==> src/rtl/shift_reg_arbiter.sv <==
// ============================================================================
//  Module   : shift_reg_arbiter
//  Purpose  : Round-robin arbiter for two requesters. It loads the winner's
//             word and drives it MSB-first into a serial shift register.
//  Revision : 1.0  initial release
// ============================================================================
`default_nettype none

module shift_reg_arbiter #(
  parameter int WIDTH = 4
) (
  input  logic             clk,
  input  logic             rst,
  input  logic             req0,
  input  logic [WIDTH-1:0] data0,
  input  logic             req1,
  input  logic [WIDTH-1:0] data1,
  output logic             gnt0,
  output logic             gnt1,
  output logic             sh_clr,
  output logic             sh_en,
  output logic             sh_d,
  output logic             busy,
  output logic             done,
  output logic             done_id,
  output logic [WIDTH-1:0] q
);

  localparam int                  c_CNT_W = $clog2(WIDTH);
  localparam logic [c_CNT_W-1:0]  c_LAST  = c_CNT_W'(WIDTH - 1);

  typedef enum logic [1:0] {
    S_IDLE  = 2'd0,
    S_GRANT = 2'd1,
    S_SHIFT = 2'd2,
    S_DONE  = 2'd3
  } state_t;

  state_t             r_state;
  logic               r_ptr;
  logic               r_win;
  logic [c_CNT_W-1:0] r_cnt;
  logic [WIDTH-1:0]   r_word;
  logic [WIDTH-2:0]   r_sreg;

  logic               w_win;
  logic [WIDTH-1:0]   w_word;

  // On a tie the requester that was not granted last wins.
  assign w_win  = (req0 && req1) ? ~r_ptr : req1;
  assign w_word = r_win ? data1 : data0;

  // Outputs are registered on the transition into the state that owns them.
  always_ff @(posedge clk or negedge rst) begin
    if (!rst) begin
      r_state <= S_IDLE;
      r_ptr   <= 1'b1;
      r_win   <= 1'b0;
      r_cnt   <= '0;
      r_word  <= '0;
      r_sreg  <= '0;
      gnt0    <= 1'b0;
      gnt1    <= 1'b0;
      sh_clr  <= 1'b0;
      sh_en   <= 1'b0;
      sh_d    <= 1'b0;
      busy    <= 1'b0;
      done    <= 1'b0;
      done_id <= 1'b0;
      q       <= '0;
    end else begin
      case (r_state)
        S_IDLE: begin
          if (req0 || req1) begin
            r_state <= S_GRANT;
            r_win   <= w_win;
            gnt0    <= ~w_win;
            gnt1    <= w_win;
            sh_clr  <= 1'b1;
            busy    <= 1'b1;
          end
        end
        S_GRANT: begin
          r_state <= S_SHIFT;
          gnt0    <= 1'b0;
          gnt1    <= 1'b0;
          sh_clr  <= 1'b0;
          sh_en   <= 1'b1;
          r_ptr   <= r_win;
          r_word  <= w_word;
          sh_d    <= w_word[WIDTH-1];
          r_sreg  <= w_word[WIDTH-2:0];
          r_cnt   <= '0;
        end
        S_SHIFT: begin
          if (r_cnt == c_LAST) begin
            r_state <= S_DONE;
            sh_en   <= 1'b0;
            sh_d    <= 1'b0;
            done    <= 1'b1;
            done_id <= r_win;
            q       <= r_word;
          end else begin
            r_cnt   <= r_cnt + c_CNT_W'(1);
            sh_d    <= r_sreg[WIDTH-2];
            r_sreg  <= r_sreg << 1;
          end
        end
        S_DONE: begin
          r_state <= S_IDLE;
          done    <= 1'b0;
          busy    <= 1'b0;
        end
        default: r_state <= S_IDLE;
      endcase
    end
  end

endmodule

`default_nettype wire

==> config.mk <==
export PLATFORM = sky130hd
export DESIGN_NAME = shift_reg_arbiter
export DESIGN_NICKNAME = d
export VERILOG_FILES = /design/src/rtl/shift_reg_arbiter.sv
export SDC_FILE = /design/constraint.sdc
export NUM_CORES = 1
export LEC_CHECK = 0
export CAP_MARGIN = 20
export CORE_AREA = 5 5 81 46
export DETAILED_ROUTE_END_ITERATION = 7
export DIE_AREA = 0 0 86 51
export GPL_TIMING_DRIVEN = 1
export HOLD_SLACK_MARGIN = 0.05
export PLACE_DENSITY_LB_ADDON = 0.15
export SYNTH_ARGS = -nofsm -noshare
export SYNTH_HDL_FRONTEND = slang
export SYNTH_SLANG_ARGS = --single-unit
==> constraint.sdc <==
create_clock -name clk -period 3 [get_ports clk]
set_clock_uncertainty 0.1 [all_clocks]
set_input_delay 0.6 -clock clk [delete_from_list [all_inputs] [get_ports clk]]
set_output_delay 0.6 -clock clk [all_outputs]
set_load 0.005 [all_outputs]
==> qor.csv <==
metric,value,unit
outcome,finished clean,
ys_types,28,
syn_nets,132,
rsz0062_at_grt,no,
yosys_warnings,0,
drive_gt1_share,12.50,%
grt_start_max_net_pins,26,
post_cts_resize_count,0,
synth_edf_count,0,
setup_viol,0,
hpwl,1964,um
wirelength,2538,um
grt_first_pass_wirelength,4471,um
cts_num_sinks,25,
max-slew-margin-rel,75.02,%
grt.overflow.total,0,
grt_usage,12.97,%
critPathSlowestCell,or3b_2,
vias_per_cell,5.063,
synth_area_per_cell,11.18,um2
numCtsBuffers,3,
dieArea,4386,um2
tns,0,ns
synth-seq-area-share,50.05,%
drcViolationCount,0,
drv_slew,0,
grt_pass1_vias,901,
post_drt_wl_per_cell,14.42,um
required,3.04,ns
final_cell_mix,"dfrtp_1 (24), clkdlybuf4s50_1 (23)",
cts_tree,built,
path_buf_inv,1,
holdWs,0.4143,ns
crit_start,r_state[0]$_DFFE_PN0P_,
io_buffers,23,
insertion_delay,0.27,ns
syn_to_final_growth,24.68,%
via_count,891,
antenna_cells,0,
finalWeightedCongestion,0.7429,
htreeDepth,1,
initial_utilization,43.33,%
worst_ep_arrival_time,1.93,ns
ctsRootBufferMaster,clkbuf_8,
cp_max_fo,10,
synth_top_flop_cell,dfrtp_1,
max_freq,530.2,MHz
multiInputGateArea,575.6,um2
path_clk_slew,0.08,ns
finalCritPeriodShare,62.87,%
cp_slowest_stage_delay,0.48,ns
peakVddDrop,0.0003985,V
drt_iter0_markers,25,
fin_nets,157,
register_area,626.9,um2
tightest_slew,0.3747,ns
placeableCoreArea,2890,um2
die-height,51,um
min_from,done_id$_DFFE_PN0P_,
worst_setup_path_end_kind,register,
hold_violations,0,
synthCells,112,
syn_area,1252,um2
rows,14,
p_leak,0.0006809,uW
die_w,86,um
postCtsSetupRepairBufs,0,
hold_class,reg -> reg,
synthArstFlopShare,100.0,%
path_cells,"inv_1, ha_1, or3b_2, o21ai_0, a21oi_1",
final.min_clock_period,1.886,ns
pin_count,24,
crit_type,reg -> reg,
synth-seq-cells,25,
dr.pass1.iters,4,
crit_path_start_kind,register,
fillers,266,
holdBufCountCts,0,
postRouteAntennaNets,0,
r2r_start,r_state[0]$_DFFE_PN0P_,
maxCapViolCount,0,
cp_top_family,simple AND/OR/NAND/NOR gates,
clock_path_buffers,2,
pwr_density_cell,1006,nW/um2
mostFrequentLayoutCell,dfrtp_1,
grt_antenna_before_repair,0,
final timing paths:
check | to | slack (ns) | depth (start not counted)
max in group asynchronous | r_ptr$_DFFE_PN1N_ | 1.92 | 2
min reg2reg | done_id$_DFFE_PN0P_ | 0.41 | 1
max | r_sreg[2]$_DFFE_PN0P_ | 1.11 | 5
min in group asynchronous | done$_DFFE_PN0P_ | 0.59 | 2
min | done_id$_DFFE_PN0P_ | 0.41 | 1
max reg2reg | r_sreg[2]$_DFFE_PN0P_ | 1.11 | 5
synth_stat cells (all sizes together) (4+ instances only):
master	instances	share of area, %
a21oi	8	3.2
nand2	6	1.8
mux2i	5	4.0
o21ai	8	3.2
nor2	7	2.1
inv	7	2.1
o2bb2ai	4	2.8
ha	8	8.0
dfrtp	24	48
mux2	9	8.4
cell type report:
class	count	share of cell area, %
flip-flops and latches	25	40.14
multi-input cells	76	36.86
repair buffers	24	15.22
well taps	40	3.205
clock buffers	4	2.885
inverters	7	1.683
power by group:
group | leakage, uW | total [uW] | switching, uW | internal [uW]
Sequential | 0.000286 | 608 | 114 | 494
Combinational | 0.000372 | 766 | 359 | 408
Clock | 0.0000228 | 196 | 101 | 94.9
Total | 0.000681 | 1570 | 574 | 996
kinds of logic (layout without fill, tap and decap cells):
kind of cell	after synthesis	after routing	synth area share (%)
adder cells (fa/ha/maj)	8	8	7.992
multiplexers	14	14	12.39
AND/OR/NAND/NOR	25	25	10.79
buffers and inverters	11	35	3.995
AO/OA/AOI/OAI	29	29	14.79
flip-flops	25	25	50.05
worst register-to-register path, cell delays in order, from the launching register on:
cell,delay [ns]
dfrtp_1,0.43
inv_1,0.12
ha_1,0.47
or3b_2,0.48
o21ai_0,0.08
a21oi_1,0.08
metal layers:
| layer | wire (um) | track usage (%) | up-vias |
|---|---|---|---|
| met2 | 1128 | 19.57 | 19 |
| met1 | 1274 | 18.54 | 425 |
| met3 | 116 | 4.494 | 6 |
| met4 | 19 | 1.579 | 0 |
| li1 | - | - | 441 |
| met5 | 0 | 0 | - |
through the flow:
stage	area (um2)	power [uW]	instances	worst slack [ns]	util (%)
detailed placement	1516	1384	172	0.8554	52.47
global route	1562	1713	176	0.9333	54.03
floorplan	1252	1119	112	1.312	-
global placement	1516	1357	172	0.9392	52.47
CTS	1562	1583	176	1.112	54.03
finish	1562	1570	176	1.114	54.03
state kept, by name, indices dropped and copies added (netlist names), 2 cells and up:
| register | flops |
|---|---|
| r_word | 4 |
| r_cnt | 2 |
| r_state | 2 |
| r_sreg | 3 |
| q | 4 |
No activity file was read; power rests on OpenSTA's default activity.
==> patch, RTL diff (config.mk and constraints unchanged) <==
Set the parameter `WIDTH` to 16 (it was 4).
--- a/src/rtl/shift_reg_arbiter.sv
+++ b/src/rtl/shift_reg_arbiter.sv
@@ -7,7 +7,7 @@
 `default_nettype none
 
 module shift_reg_arbiter #(
-  parameter int WIDTH = 4
+  parameter int WIDTH = 16
 ) (
   input  logic             clk,
   input  logic             rst,
Interface: changed (resized data0, data1 and q); port bits go from 24 to 60. The function was not compared with the original's and may differ.
==> patch against the unedited design <==
The run now fails in 3_1_place_gp_skip_io; area after synthesis increased by 130%.
==> patch: results (changes against the unedited design) <==
The synthesized instance count is 242 (was 112). It got as far as 3_1_place_gp_skip_io and failed there. The number of synthesis warnings is 0 (unchanged). The part of the Yosys area used for sequential elements is 54.45% (was 50.05%). The post-synthesis net count is 284 (was 132). Result of the run: stopped before the end (was finished, final reports clean). The primary flip-flop cell chosen by synthesis mapping is dfrtp_1 (unchanged). Area contributors post-synth: dfrtp_1, mux2_2, mux2i_1 (was dfrtp_1, ha_1, mux2_2). The post-synthesis register bit count came to 63 (was 25). List of most frequent post-synthesis cells: dfrtp_1, mux2_2, a21oi_1, nand2_1 (was dfrtp_1, a21oi_1, ha_1, mux2_2, o21ai_0).

The tool reported: "[ERROR FLW-0024] Place density exceeds 1.0 (current PLACE_DENSITY_LB_ADDON =  0.15). Please check if the value of  PLACE_DENSITY_LB_ADDON is between 0 and 0.99". The async set-or-reset flop fraction in the synthesized netlist is 100.0% (unchanged). The distinct cell type count after synthesis is 35 (was 28).
-- patch: cell count changes after synthesis, sizes merged, moves of 6 or more --
cell,change
mux2i,+11
buf,+6
dfrtp,+38
a21oi,+14
nor2,+12
nand2,+16
o21ai,+11
mux2,+25
-- patch: cell families after synthesis --
logic type,count (synthesis),share of synthesized area (%)
DFF,63,54.45
and+or+nand+nor,52,8.377
AOI/OAI and AO/OA,51,10.15
muxes,50,19.78
buffers and inverters,20,4.663
adders and majority gates,6,2.591
